**config.mk**
```make
export PLATFORM = sky130hd
export DESIGN_NAME = evt_counter_bank_flat
export DESIGN_NICKNAME = d
export VERILOG_FILES = /design/src/rtl/evt_counter_bank_pkg.sv /design/src/rtl/evt_counter_bank_if.sv /design/src/rtl/evt_counter_chan.sv /design/src/rtl/evt_counter_bank.sv /design/src/flat_wrapper.sv
export SDC_FILE = /design/constraint.sdc
export NUM_CORES = 1
export LEC_CHECK = 0
export CORE_MARGIN = 4
export CORE_UTILIZATION = 50
export DETAILED_ROUTE_END_ITERATION = 8
export HOLD_SLACK_MARGIN = 0.1
export PLACE_DENSITY = 0.8
export SETUP_SLACK_MARGIN = 0.4
export SLEW_MARGIN = 10
export SYNTH_ARGS = -nofsm -noshare
export SYNTH_HDL_FRONTEND = slang
export SYNTH_SLANG_ARGS = --single-unit
```
**constraint.sdc**
```tcl
create_clock -name clk_in -period 7.31 [get_ports clk_in]
set_input_delay 1.462 -clock clk_in [delete_from_list [all_inputs] [get_ports clk_in]]
set_output_delay 1.462 -clock clk_in [all_outputs]
set_load 0.1 [all_outputs]
```
**src/rtl/evt_counter_bank_pkg.sv**
```systemverilog
// evt_counter_pkg: counting-mode encoding shared by the event counter bank and its channels.
package evt_counter_pkg;
  localparam int MODE_W = 2;
  typedef enum logic [MODE_W-1:0] {
    CNT_WRAP    = 2'd0,
    CNT_SAT     = 2'd1,
    CNT_ONESHOT = 2'd2,
    CNT_RSVD    = 2'd3
  } cnt_mode_e;
endpackage

```
**src/rtl/evt_counter_bank_if.sv**
```systemverilog
// evt_counter_bank_if: per-channel control inputs and count/status/snapshot outputs of the counter bank.
interface evt_counter_bank_if #(
  parameter int NUM_CH = 4,
  parameter int WIDTH  = 16
);
  logic [NUM_CH-1:0]                         evt_in;
  logic [NUM_CH-1:0]                         en_in;
  logic [evt_counter_pkg::MODE_W*NUM_CH-1:0] mode_in;
  logic [WIDTH*NUM_CH-1:0]                   modulus_in;
  logic [NUM_CH-1:0]                         clr_in;
  logic                                      capture_in;
  logic [WIDTH*NUM_CH-1:0]                   count_out;
  logic [NUM_CH-1:0]                         tc_out;
  logic [NUM_CH-1:0]                         done_out;
  logic [WIDTH*NUM_CH-1:0]                   snap_out;
  logic                                      snap_valid_out;
  modport master (
    output evt_in, en_in, mode_in, modulus_in, clr_in, capture_in,
    input  count_out, tc_out, done_out, snap_out, snap_valid_out
  );
  modport slave (
    input  evt_in, en_in, mode_in, modulus_in, clr_in, capture_in,
    output count_out, tc_out, done_out, snap_out, snap_valid_out
  );
endinterface

```
**src/rtl/evt_counter_chan.sv**
```systemverilog
// evt_counter_chan: one counter channel with runtime modulus, wrap/saturate/one-shot modes, tc pulse and sticky done.
module evt_counter_chan
  import evt_counter_pkg::*;
#(
  parameter int WIDTH = 16
) (
  input  logic             clk_i,
  input  logic             rst_i,
  input  logic             evt_i,
  input  logic             en_i,
  input  logic             clr_i,
  input  cnt_mode_e        mode_i,
  input  logic [WIDTH-1:0] modulus_i,
  output logic [WIDTH-1:0] count_o,
  output logic             tc_o,
  output logic             done_o
);
  logic [WIDTH-1:0] count_q, count_d, term, inc;
  logic tc_q, tc_d, done_q, done_d, at_term, hold, active, sat_hit;
  always_comb begin
    term    = modulus_i - WIDTH'(1);
    inc     = count_q + WIDTH'(1);
    at_term = count_q >= term;
    hold    = (mode_i == CNT_SAT) || (mode_i == CNT_ONESHOT);
    active  = evt_i & en_i & ~done_q;
    // saturating modes fire on reaching term, or on the first event already sitting at/above it
    sat_hit = hold & (at_term | (inc == term));
    count_d = !active ? count_q : at_term ? (hold ? count_q : '0) : inc;
    tc_d    = active & (at_term | sat_hit);
    done_d  = done_q | (active & sat_hit);
  end
  always_ff @(posedge clk_i) begin
    if (rst_i || clr_i) begin
      count_q <= '0;
      tc_q    <= 1'b0;
      done_q  <= 1'b0;
    end else begin
      count_q <= count_d;
      tc_q    <= tc_d;
      done_q  <= done_d;
    end
  end
  assign count_o = count_q;
  assign tc_o    = tc_q;
  assign done_o  = done_q;
endmodule

```
**src/rtl/evt_counter_bank.sv**
```systemverilog
// evt_counter_bank: NUM_CH independent event counters plus a shared snapshot register.
// Snapshot logic is built only when EVT_COUNTER_BANK_SNAPSHOT_EN is defined; otherwise snap outputs are tied to 0.
module evt_counter_bank
  import evt_counter_pkg::*;
#(
  parameter int NUM_CH = 4,
  parameter int WIDTH  = 16
) (
  input logic               clk_in,
  input logic               rst_in,
  evt_counter_bank_if.slave bus
);
  for (genvar c = 0; c < NUM_CH; c++) begin : g_ch
    evt_counter_chan #(.WIDTH(WIDTH)) u_chan (
      .clk_i     (clk_in),
      .rst_i     (rst_in),
      .evt_i     (bus.evt_in[c]),
      .en_i      (bus.en_in[c]),
      .clr_i     (bus.clr_in[c]),
      .mode_i    (cnt_mode_e'(bus.mode_in[MODE_W*c +: MODE_W])),
      .modulus_i (bus.modulus_in[WIDTH*c +: WIDTH]),
      .count_o   (bus.count_out[WIDTH*c +: WIDTH]),
      .tc_o      (bus.tc_out[c]),
      .done_o    (bus.done_out[c])
    );
  end
`ifdef EVT_COUNTER_BANK_SNAPSHOT_EN
  logic [WIDTH*NUM_CH-1:0] snap_q;
  logic                    snap_valid_q;
  always_ff @(posedge clk_in) begin
    if (rst_in) begin
      snap_q       <= '0;
      snap_valid_q <= 1'b0;
    end else begin
      if (bus.capture_in) snap_q <= bus.count_out;
      snap_valid_q <= bus.capture_in;
    end
  end
  assign bus.snap_out       = snap_q;
  assign bus.snap_valid_out = snap_valid_q;
`else
  assign bus.snap_out       = '0;
  assign bus.snap_valid_out = 1'b0;
`endif
endmodule

```
**src/flat_wrapper.sv**
```systemverilog
// flat-port wrapper written by rule: the top's interface ports become plain ports
module evt_counter_bank_flat import evt_counter_pkg::*;
#(
  parameter int NUM_CH = 4,
  parameter int WIDTH  = 16
)
  (clk_in, rst_in, bus_evt_in, bus_en_in, bus_mode_in, bus_modulus_in, bus_clr_in, bus_capture_in, bus_count_out, bus_tc_out, bus_done_out, bus_snap_out, bus_snap_valid_out);
  evt_counter_bank_if #(.NUM_CH(NUM_CH), .WIDTH(WIDTH)) bus_i ();
  input logic clk_in;
  input logic rst_in;
  input wire logic [$bits(bus_i.evt_in)-1:0] bus_evt_in;
  input wire logic [$bits(bus_i.en_in)-1:0] bus_en_in;
  input wire logic [$bits(bus_i.mode_in)-1:0] bus_mode_in;
  input wire logic [$bits(bus_i.modulus_in)-1:0] bus_modulus_in;
  input wire logic [$bits(bus_i.clr_in)-1:0] bus_clr_in;
  input wire logic [$bits(bus_i.capture_in)-1:0] bus_capture_in;
  output wire logic [$bits(bus_i.count_out)-1:0] bus_count_out;
  output wire logic [$bits(bus_i.tc_out)-1:0] bus_tc_out;
  output wire logic [$bits(bus_i.done_out)-1:0] bus_done_out;
  output wire logic [$bits(bus_i.snap_out)-1:0] bus_snap_out;
  output wire logic [$bits(bus_i.snap_valid_out)-1:0] bus_snap_valid_out;
  assign bus_i.evt_in = bus_evt_in;
  assign bus_i.en_in = bus_en_in;
  assign bus_i.mode_in = bus_mode_in;
  assign bus_i.modulus_in = bus_modulus_in;
  assign bus_i.clr_in = bus_clr_in;
  assign bus_i.capture_in = bus_capture_in;
  assign bus_count_out = bus_i.count_out;
  assign bus_tc_out = bus_i.tc_out;
  assign bus_done_out = bus_i.done_out;
  assign bus_snap_out = bus_i.snap_out;
  assign bus_snap_valid_out = bus_i.snap_valid_out;
  evt_counter_bank #(.NUM_CH(NUM_CH), .WIDTH(WIDTH)) u_core (.clk_in(clk_in), .rst_in(rst_in), .bus(bus_i));
endmodule
```
==> impl_metrics.yaml <==
cells_and_area:
  layoutNonFillerInstCount: 1367
  multi_input_area_sq_um: 6220
  final_core_util_pct: 62.3
  syn2layout_area_growth_pct: 21.4
  nets: 1305
  layout-drive-gt1-share_pct: 4.69
  antennaDiodeCount: 0
  nFillCells: 1406
  seqCellArea_sq_um: 1440
worst_hold_path:
  min_to: "u_core.g_ch[2].u_chan.done_o$_SDFF_PP0_"
  holdPathStages: 2
  worstHoldPathType: "register to register"
  holdCritStartpoint: "u_core.g_ch[2].u_chan.done_o$_SDFF_PP0_"
clock_tree:
  clk_pin_slew_ns: 0.06
  cts_tree: "done"
  clkLatencyLatePin_ns: 0.33
  cts_setup_buffers: 0
  post_cts_resized: 0
  cts_made_buffers: 9
  clock_sinks: 72
  root_buffer: "clkbuf_16"
  htreeDepth: 3
  clockBufferDepth: 2
  hold_buffers: 0
sta:
  maxSlewViolCount: 0
  setup_slack_ns: 1.91
  fin_worst_skew_ns: 0.00678
  finalHoldViolCount: 0
  timing.final.crit_share_pct: 73.9
  fin_crit_ns: 5.40
  tightest_slew_ns: 1.11
  rsz0062_at_grt: "false"
  fmax_ghz: 0.185
  relSlewSlack_pct: 25.5
  tns_ns: 0
  setup_viol: 0
  holdWs_ns: 0.514
yosys:
  synthesis.area_sq_um: 8180
  synth_commonest_cells: "xnor2_1, buf_4, dfxtp_1, ha_1, nor2_1"
  synth_top_area_share_pct: 17.6
  synth_area_leaders: "dfxtp_1, ha_1, xnor2_1"
  synth-async-reset-ratio_pct: 0
  yosysSeqAreaShare_pct: 17.6
  synth_top_area_cell: "dfxtp_1"
  avgSynthCellArea_sq_um: 8.06
  yosys_register_bits: 72
  yosysMostFrequentCell: "xnor2_1"
  synth_flop_cell: "dfxtp_1"
  synth.distinct_cells: 81
  synth_edf_count: 0
  netlist_instances: 1014
  synth_warnings: 0
setup_path:
  r2r_start: "u_core.g_ch[2].u_chan.count_o[0]$_SDFFE_PP0P_"
  cp_slowest_cell: "or4_1"
  reg2reg_slack_ns: 3.97
  reg2regPathDepth: 11
  cp.required_ns: 7.53
  crit_path_max_fanout: 15
  critical_path.top_delay_family: "compound AO/OA/AOI/OAI gates"
  worstSetupEndpointType: "register"
  crit_type: "primary input to register"
  path_buf_inv: 2
  crit_path_start_kind: "primary input"
  worstPathCellList: "clkdlybuf4s50_1 -> or4_1 -> nor4_1 -> nand3_1 -> xor2_1 -> ha_1 -> a21o_1 -> a211o_1 -> a2111oi_0 -> a21boi_0 -> o31a_1 -> nor3_1 -> buf_4 -> a221o_1"
  cp.arrival_ns: 5.62
  cpPeakStageDelay_ns: 0.62
  reg2reg_to: "u_core.g_ch[2].u_chan.count_o[10]$_SDFFE_PP0P_"
floorplanning:
  core_area_sq_um: 15900
  fp.dieW_microns: 136
  die_area_sq_um: 18500
  initial_core_util_pct: 51.3
  die_h_microns: 136
  io_pins: 224
  rows: 46
grt:
  grt_pass1_wl_microns: 34400
  grt_max_degree: 18
  grt_pass1_vias: 7157
  antenna_found_initial: 0
  grt_usage_pct: 22.5
  overflow: 0
run:
  cap_viol_max_count: 0
route:
  routedWlPerCell_microns: 15.4
  drtPass1Iterations: 5
  drt_iter0_markers: 423
  viasPerCell: 5.64
  vias: 7707
  wl_microns: 21100
  ant_nets: 0
  drc: 0
placed_design:
  numPortBuffers: 157
  dp.cells: 1351
  pre_cts_ws_ns: 1.56
  finalWeightedCongestion: 0.917
  hpwl_microns: 16900
power:
  power.leakage_uw: 0.00411
  power_density_nw_per_um2: 123
  ir_worst_vdd_mv: 0.0953
status:
  status: "complete, no violations"
how the worst max path moves through the flow:
stage                             from                                              to  slack (ns)  depth (start not counted)
CTS                 bus_modulus_in[25]  u_core.g_ch[1].u_chan.count_o[11]$_SDFFE_PP0P_        1.87                         13
detailed placement  bus_modulus_in[25]  u_core.g_ch[1].u_chan.count_o[11]$_SDFFE_PP0P_        1.56                         13
global placement    bus_modulus_in[25]  u_core.g_ch[1].u_chan.count_o[11]$_SDFFE_PP0P_        1.65                         13
global route        bus_modulus_in[25]  u_core.g_ch[1].u_chan.count_o[11]$_SDFFE_PP0P_        1.65                         13
floorplan           bus_modulus_in[25]   u_core.g_ch[1].u_chan.count_o[0]$_SDFFE_PP0P_        2.59                         13
finish              bus_modulus_in[25]  u_core.g_ch[1].u_chan.count_o[11]$_SDFFE_PP0P_        1.91                         14
cell usage in the layout (no fill, tap or decap), types with 13 or more instances in the layout:
cell type and n:
nand2_1 68, dfxtp_1 72, or3_1 15, conb_1 65, nor3_1 36, o21ai_0 22
o2bb2ai_1 13, nand2b_1 18, nor2_1 70, xnor2_1 82, nand4_1 33, and2_1 16
a21o_1 45, nor4_1 22, ha_1 72, nand3_1 39, xor2_1 60, clkdlybuf4s50_1 157
inv_1 22, a21oi_1 32
state kept, by name, summed over array words and instances, names as in the netlist:
| register | flops |
|---|---|
| u_core.g_ch.u_chan.done_o | 4 |
| u_core.g_ch.u_chan.count_o | 64 |
| u_core.g_ch.u_chan.tc_o | 4 |
tightest hold or removal path: cells and delay by family, from the launching register on:
kind               cells  cell delay, ns
DFF                    1            0.35
AOI/OAI and AO/OA      1            0.05
and+or+nand+nor        1            0.07
routing by layer:
metal / share of wire (%) / GRT usage, % / wire length [microns]
met5: 0 / 0 / 0
met3: 5.8 / 3.77 / 1230
met2: 48 / 38.4 / 10100
met4: 1.2 / 5.49 / 258
met1: 45 / 29.5 / 9490
cell type report:
| type | instances | share of cell area, % |
|---|---|---|
| flip-flops and latches | 72 | 14.5 |
| multi-input cells | 881 | 62.6 |
| repair buffers | 160 | 16.1 |
| well taps | 216 | 2.72 |
| clock inverters | 5 | 0.806 |
| inverters | 22 | 0.832 |
| clock buffers | 11 | 2.44 |
power by group:
| group | switching (uW) | internal (uW) | total, uW | leakage (uW) |
|---|---|---|---|---|
| logic | 253 | 99.1 | 352 | 0.00337 |
| clock network | 169 | 308 | 476 | 0.000152 |
| registers | 1.81 | 393 | 395 | 0.000580 |
| total | 424 | 800 | 1220 | 0.00411 |
kinds of logic (layout without fill, tap and decap cells):
kind of cell	count (synthesis)	in the layout	share of synthesized area [%]
other	1	65	0.0459
adder cells (fa/ha/maj)	72	72	11.0
multiplexers	7	7	0.872
flip-flops	72	72	17.6
AND/OR/NAND/NOR	391	391	26.8
buffers and inverters	125	198	9.30
AO/OA/AOI/OAI	200	200	18.1
XOR/XNOR	146	146	16.2
per-stage QoR:
step           instance area, sq um  power, uW
2_1_floorplan                  8420        687
3_3_place_gp                   9600        748
3_5_place_dp                   9600        753
4_1_cts                        9930       1240
5_1_grt                        9930       1270
6_report                       9930       1220
Note: power is estimated with default switching activity, not from simulation.
